**src/rtl/sw_debounce.sv**
```systemverilog
// Multi-channel switch synchronizer and debouncer: 2-flop sync, per-channel
// stability counter, registered level plus one-cycle rise/fall pulses.
module sw_debounce #(
  parameter int WIDTH         = 2,
  parameter int STABLE_CYCLES = 16
) (
  input  logic             clk,
  input  logic             rst,
  input  logic [WIDTH-1:0] sw_in,
  output logic [WIDTH-1:0] sw_out,
  output logic [WIDTH-1:0] sw_rise,
  output logic [WIDTH-1:0] sw_fall,
  output logic             changed
);

  localparam int CW = $clog2(STABLE_CYCLES);
  localparam logic [CW-1:0] TERM = CW'(STABLE_CYCLES - 1);

  logic [WIDTH-1:0] s1;
  logic [WIDTH-1:0] s2;
  logic [CW-1:0]    cnt [WIDTH];
  logic [WIDTH-1:0] upd;

  // A channel updates once its synchronized level has disagreed for the full window.
  always_comb begin
    upd = '0;
    for (int i = 0; i < WIDTH; i++) begin
      upd[i] = (s2[i] != sw_out[i]) && (cnt[i] == TERM);
    end
  end

  always_ff @(posedge clk) begin
    if (rst) begin
      s1      <= '0;
      s2      <= '0;
      sw_out  <= '0;
      sw_rise <= '0;
      sw_fall <= '0;
      changed <= 1'b0;
      for (int i = 0; i < WIDTH; i++) begin
        cnt[i] <= '0;
      end
    end else begin
      s1      <= sw_in;
      s2      <= s1;
      sw_out  <= sw_out ^ upd;
      sw_rise <= upd & s2;
      sw_fall <= upd & ~s2;
      changed <= |upd;
      for (int i = 0; i < WIDTH; i++) begin
        if (s2[i] == sw_out[i] || upd[i]) begin
          cnt[i] <= '0;
        end else begin
          cnt[i] <= cnt[i] + CW'(1);
        end
      end
    end
  end

endmodule

```
**config.mk**
```make
export PLATFORM = sky130hd
export DESIGN_NAME = sw_debounce
export DESIGN_NICKNAME = d
export VERILOG_FILES = /design/src/rtl/sw_debounce.sv
export SDC_FILE = /design/constraint.sdc
export NUM_CORES = 1
export LEC_CHECK = 0
export ABC_CLOCK_PERIOD_IN_PS = 1900
export CAP_MARGIN = 10
export CORE_MARGIN = 8
export CORE_UTILIZATION = 41
export CTS_CLUSTER_DIAMETER = 200
export CTS_CLUSTER_SIZE = 28
export DETAILED_ROUTE_END_ITERATION = 7
export DONT_BUFFER_PORTS = 1
export PLACE_DENSITY = 0.61
export SETUP_SLACK_MARGIN = 0.02
export SLEW_MARGIN = 20
export SYNTH_ARGS = -nofsm -noshare
export SYNTH_HDL_FRONTEND = slang
export SYNTH_SLANG_ARGS = --single-unit
```
**constraint.sdc**
```tcl
create_clock -name clk -period 1.9 [get_ports clk]
set_clock_uncertainty 0.2 [all_clocks]
set_input_delay 0.475 -clock clk [delete_from_list [all_inputs] [get_ports clk]]
set_output_delay 0.475 -clock clk [all_outputs]
set_load 0.01 [all_outputs]
```
== Word-level counts from Yosys, hierarchy flattened ==
Memory sizes are Yosys's and may differ from the RTL's.
Index checks and enable logic that the tools add are counted.
W data, S select, Z words.

* Shift-type cells: 0
* Bitwise operators: 8
* Mux-type cells: 18
* Reduce and logical (&&, ||, !) cells: 5
* Div/mod/pow operators: 0
* Add/sub/neg operators: 2
* Eq/ne operators: 6
* $lt $le $gt $ge: 0
* $mul: 0

{| class="wikitable"
|+ Operators by type and width
! cell !! number
|-
| $mux W4 || 4
|-
| $mux W1 || 14
|-
| $add A4 B1 Y4 const B || 2
|-
| $eq A4 B4 Y1 const B || 2
|-
| $and A2 B2 Y2 || 2
|-
| $or A1 B1 Y1 || 4
|-
| $eq A1 B1 Y1 || 2
|-
| $logic_and A1 B1 Y1 || 2
|-
| $logic_or A1 B1 Y1 || 2
|-
| $ne A1 B1 Y1 || 2
|-
| $not A2 Y2 || 1
|-
| $reduce_or A2 Y1 || 1
|-
| $xor A2 B2 Y2 || 1
|}

* Memory bits (writable): 8
* Memory bits (read-only): 0
* Logic and storage cells: 46
* Bits of input ports: 4
* Latch bits: 0
* Memories: 1
* Register bits after elaboration: 11

{| class="wikitable"
|+ Memories
! memory !! words !! bits a word !! rd ports !! clocked after Yosys merged registers in !! wr ports !! RTL line !! text
|-
| cnt || 2 || 4 || 2 || 0 || 2 || 21 || <nowiki>logic [CW-1:0] cnt [WIDTH];</nowiki>
|}

== Depth between registers and ports, before layout ==
Gate-level depths: netlist (run 1).

* Depth after elaboration: 8
* Depth in mapped cells: 4

== Worst setup path before layout (run 1) ==
No wires, ideal clock.

* Path kind: flip-flop to flip-flop
* Start point: memory cnt[0][0] in the netlist's numbering
* End point: memory cnt[0][2] in the netlist's numbering, data pin
* Arrival time: 1,271 ps
* Slack: 290 ps
* Cell stages (with the launch flop): 5
* Setup time: 138 ps
* Cells stage by stage: edfxtp_1 ha_1 nand3_1 or3b_4 nor2_1

{| class="wikitable"
|+ RTL lines
! item !! RTL line
|-
| start, declared || 21
|}

==> results of run 1 <==
## stage by stage
stage	cells	power [W]	utilization
floorplan	68	0.000474	-
global placement	92	0.000475	0.459
detailed placement	92	0.000476	0.459
CTS	96	0.000668	0.474
global route	96	0.000691	0.474
finish	96	0.000655	0.474
## worst paths after layout
check / startpoint / endpoint / slack [ns] / depth (start not counted)
min reg2reg: s1[0]$_SDFF_PP0_ / s2[0]$_SDFF_PP0_ / 0.24 / 1
max: cnt[0][0]$_SDFFCE_PN0P_ / cnt[0][1]$_SDFFCE_PN0P_ / 0.15 / 4
max reg2reg: cnt[0][0]$_SDFFCE_PN0P_ / cnt[0][1]$_SDFFCE_PN0P_ / 0.15 / 4
min: rst / s2[1]$_SDFF_PP0_ / 0.05 / 1
## routing by layer
metal / part of all wire / wire length (µm)
met1: 0.45 / 436
met2: 0.45 / 437
met3: 0.086 / 83
met4: 0.012 / 12
met5: 0 / 0
## cell families after synthesis
logic type | Yosys count | share of synthesized area
mux | 2 | 0.0274
flops | 19 | 0.631
buf+inv | 3 | 0.0154
fa+ha+maj | 2 | 0.0343
simple gates | 26 | 0.192
compound gates | 3 | 0.0343
other cells | 1 | 0.00514
xor+xnor | 5 | 0.0600
## cells in the mapped netlist, drive strengths merged
library cell	number	area [µm²]
nor2	10	37.5
or3b	1	11.3
xor2	2	17.5
nand3	4	20.0
a211o	1	8.76
o32ai	1	8.76
inv	2	7.51
a21o	1	7.51
dfxtp	11	220
nor4b	2	17.5
edfxtp	8	240
and3	1	6.26
nor2b	4	25.0
ha	2	25.0
clkbuf	1	3.75
nor3	2	10.0
nand2b	2	12.5
xnor2	3	26.3
mux2i	2	20.0
conb	1	3.75
## final cells by class
class	instances	share of cell area
Sequential cell	19	0.569
Multi-Input combinational cell	46	0.351
Tap cell	25	0.0386
Clock buffer	4	0.0325
Inverter	2	0.00927
## power groups by stage
stage	registers (W)	logic [W]	clock network, W
after floorplan	0.000452	0.0000224	0
after global placement	0.000453	0.0000216	0
after detailed placement	0.000454	0.0000220	0
after CTS	0.000445	0.0000223	0.000201
after global routing	0.000447	0.0000260	0.000218
final	0.000444	0.0000223	0.000188
==> results.py, run 1 <==
metrics = {
    "min_path": {
        "hold_class": "input port to flip-flop",
    },
    "clocking": {
        "cts_post_setup_buffers_inserted": 0,
        "cts_made_buffers": 3,
        "clk_latency_ns": 0.28,
        "tritoncts": "built",
        "h-tree-depth": 1,
        "holdBufCountCts": 0,
        "cts_sinks": 19,
        "root_buffer": "clkbuf_4",
        "clockBufferDepth": 2,
        "clk_pin_slew_ns": 0.09,
        "cts_resized": 0,
    },
    "drt": {
        "routedWlPerCell_um": 10.1,
        "routed-via-count": 428,
        "first_pass_iters": 4,
        "drtAntennaViolNets": 0,
        "detail_route.iter0.violations": 7,
        "vias_per_cell": 4.46,
        "wirelength_um": 969,
        "drc": 0,
    },
    "global_route": {
        "grt_overflow": 0,
        "antenna_found_initial": 0,
        "grt_pass1_vias": 399,
        "met2_usage": 0.102,
        "grt_max_degree": 15,
        "grt_pass1_wl_mm": 1.70,
        "grtUsageMet1": 0.0696,
        "grt_use_total": 0.0691,
        "grtUsageMet3": 0.0486,
        "busiest_layer": "met2",
    },
    "pwr": {
        "power_frac_seq": 0.678,
        "combPwrFrac": 0.034,
        "p_leak_nw": 0.306,
        "p_int_w": 0.000529,
        "p_per_area_nw_per_um2": 809,
        "swShare": 0.192,
        "power_switching_w": 0.000126,
        "irDropWorstVdd_v": 0.000448,
        "p_clk_frac": 0.288,
    },
    "floorplanning": {
        "io_pins": 11,
        "die_x_um": 58.2,
        "start_util": 0.427,
        "dieHeight_um": 58.2,
        "rows": 15,
        "die-area_um2": 3380,
        "coreArea_um2": 1710,
    },
    "cells_and_area": {
        "nFillCells": 167,
        "area_growth_pct": 11.0,
        "nets": 78,
        "final_common_cell": "dfxtp_1",
        "multi_input_area_um2": 284,
        "seq_area_um2": 460,
        "final_cell_mix": "11 x dfxtp_1, 10 x nor2_1, 8 x edfxtp_1, 8 x conb_1",
        "layout-drive-gt1-share": 0.0563,
        "post-route-cell-area_um2": 810,
        "diodes": 0,
    },
    "timing": {
        "timing.final.setup_violations": 0,
        "final.setup.tns_ns": 0,
        "fin_crit_ns": 1.75,
        "max_clock_freq_ghz": 0.572,
        "setup_ws_ns": 0.152,
        "hold_ws_ns": 0.0462,
        "rsz0062_at_grt": "false",
        "finalHoldViolations": 0,
        "drv_slew": 0,
        "finalCritPeriodShare": 0.920,
    },
    "status": {
        "run_status": "complete, no violations",
    },
    "yosys": {
        "syn_inst": 61,
        "seq_area_frac_synth": 0.631,
        "synth-seq-cells": 19,
        "netlist_area_um2": 729,
        "synth.avg_cell_area_um2": 12.0,
        "ys_warn_count": 0,
        "synth_cell_types": 20,
    },
    "placed_design": {
        "post-place-ws_ns": 0.184,
        "gp_congestion": 0.793,
        "placed_cell_area_um2": 783,
        "port_buffers": 0,
        "hpwl_um": 758,
    },
    "run": {
        "maxCapViolations": 0,
    },
    "worst_setup_path": {
        "endpoint_kind": "flip-flop",
        "cp.required_ns": 1.84,
        "crit_chain": "ha_1, nand3_1, or3b_4, nor2_1",
        "critical-path-slowest-cell": "edfxtp_1",
        "cp_top_family": "simple AND/OR/NAND/NOR gates",
        "critPathMaxStageDelay_ns": 0.43,
        "cp-start-kind": "flip-flop",
        "path_class": "flip-flop to flip-flop",
        "arrival_ns": 1.69,
        "crit_buf_inv": 0,
        "crit_path_max_fanout": 5,
    },
}
Note: power is estimated with default switching activity, not from simulation.
==> run 2, diff against run 1 <==
CTS_BUF_LIST = sky130_fd_sc_hd__clkbuf_8   (was not set)
==> run 2 against run 1 <==
  * Sequential power is essentially flat
  * Highest routed layer unchanged
  * Sequential cell count is the same
  * Sequential share of layout area shrank 1.3 points
  * Clock power grew 38%
  * Critical path depth is the same
  * Final cell count is the same
  * Hold slack gained 0.043 ns
  * Combinational power is essentially flat
  * Utilization grew 1.1 points
==> results.py, run 2 (synthesized netlist as in run 1, its figures left out) <==
metrics = {
    "status": {
        "run_status": "complete, no violations",
    },
    "worst_setup_path": {
        "endpoint_kind": "flip-flop",
        "endpoint": "cnt[0][1]$_SDFFCE_PN0P_",
        "critPathMaxStageDelay_ns": 0.43,
        "r2r-end": "cnt[0][1]$_SDFFCE_PN0P_",
        "crit_path_max_fanout": 5,
        "crit_chain": "ha_1, nand3_1, or3b_4, nor2_1",
        "reg2reg_from": "cnt[0][0]$_SDFFCE_PN0P_",
        "crit_start": "cnt[0][0]$_SDFFCE_PN0P_",
        "r2r_slack_ns": 0.16,
        "r2r_cells": 4,
        "cp-start-kind": "flip-flop",
        "arrival_ns": 1.64,
        "cp.required_ns": 1.80,
        "critical-path-slowest-cell": "or3b_4",
        "path_class": "flip-flop to flip-flop",
    },
    "timing": {
        "rsz0062_at_grt": "false",
        "timing.final.setup_violations": 0,
        "setup_ws_ns": 0.160,
        "max_clock_freq_ghz": 0.575,
        "fin_crit_ns": 1.74,
        "drv_slew": 0,
        "final.setup.tns_ns": 0,
        "finalHoldViolations": 0,
        "finalCritPeriodShare": 0.916,
    },
    "cells_and_area": {
        "final_util": 0.485,
        "final_cell_mix": "11 x dfxtp_1, 10 x nor2_1, 8 x edfxtp_1, 8 x conb_1",
        "final_common_cell": "dfxtp_1",
        "area_growth_pct": 13.6,
        "nFillCells": 165,
        "post-route-cell-area_um2": 828,
        "nets": 78,
        "final_cell_count_no_fill": 96,
        "layout-drive-gt1-share": 0.0563,
        "diodes": 0,
    },
    "clocking": {
        "clockBufferDepth": 2,
        "tritoncts": "built",
        "clk_pin_slew_ns": 0.06,
        "cts_made_buffers": 3,
        "root_buffer": "clkbuf_8",
        "cts_sinks": 19,
        "clk_latency_ns": 0.25,
        "cts_resized": 0,
        "cts_post_setup_buffers_inserted": 0,
        "h-tree-depth": 1,
        "holdBufCountCts": 0,
    },
    "global_route": {
        "grt_use_total": 0.0691,
        "grt_overflow": 0,
        "antenna_found_initial": 0,
        "grt_pass1_wl_mm": 1.70,
        "grt_max_degree": 15,
        "grt_pass1_vias": 399,
    },
    "placed_design": {
        "hpwl_um": 758,
        "placed_cell_area_um2": 783,
        "post-place-ws_ns": 0.184,
        "numPlacedInstances": 92,
        "gp_congestion": 0.793,
        "port_buffers": 0,
    },
    "drt": {
        "drtAntennaViolNets": 0,
        "first_pass_iters": 3,
        "routedWlPerCell_um": 10.1,
        "detail_route.iter0.violations": 8,
        "wirelength_um": 969,
        "routed-via-count": 423,
        "drc": 0,
        "vias_per_cell": 4.41,
    },
    "floorplanning": {
        "io_pins": 11,
        "dieHeight_um": 58.2,
        "coreArea_um2": 1710,
        "rows": 15,
        "die-area_um2": 3380,
        "die_x_um": 58.2,
        "start_util": 0.427,
    },
    "min_path": {
        "min_from": "rst",
        "hold_class": "input port to flip-flop",
    },
    "pwr": {
        "p_leak_nw": 0.318,
        "p_per_area_nw_per_um2": 876,
        "irDropWorstVdd_v": 0.000520,
    },
    "run": {
        "maxCapViolations": 0,
    },
}
-- run 2: area by class of cell --
| cell class | instances | area [µm²] | share of cell area |
|---|---|---|---|
| clock buffer | 3 | 41.3 | 0.0498 |
| clock inverter | 1 | 3.75 | 0.00453 |
| inverter | 2 | 7.51 | 0.00906 |
| multi-input combinational | 46 | 284 | 0.343 |
| sequential | 19 | 460 | 0.556 |
| tap | 25 | 31.3 | 0.0378 |
-- run 2: how the worst min path moves through the flow --
stage | cells past startpoint | end
2_1_floorplan | 1 | s2[0]$_SDFF_PP0_
3_3_place_gp | 1 | s2[0]$_SDFF_PP0_
3_5_place_dp | 1 | s2[0]$_SDFF_PP0_
4_1_cts | 1 | s2[1]$_SDFF_PP0_
5_1_grt | 1 | s1[0]$_SDFF_PP0_
6_report | 1 | s2[1]$_SDFF_PP0_
-- run 2: per-stage QoR --
step | hold slack, ns | total power (W)
floorplan | 0.214 | 0.000474
global placement | 0.216 | 0.000475
detailed placement | 0.227 | 0.000476
CTS | 0.0811 | 0.000737
global route | 0.0741 | 0.000760
finish | 0.0895 | 0.000726
-- run 2: where the power goes --
part	switching, W	leakage (nW)	internal, W
registers	0.00000789	0.172	0.000437
logic	0.0000111	0.119	0.0000112
clock network	0.000116	0.0269	0.000143
total	0.000135	0.318	0.000591
-- run 2: critical path: cells and delay by family, from the launching register on --
kind | cells | cell delay [ns]
and+or+nand+nor | 3 | 0.73
adders and majority gates | 1 | 0.24
DFF | 1 | 0.42
-- run 2: per-layer routing --
layer  vias up  wire length [µm]  GRT usage
met1       188               434     0.0696
met2        10               430      0.102
met5         -                 0          0
li1        221                 -          -
met3         4                81     0.0486
met4         0                21     0.0420
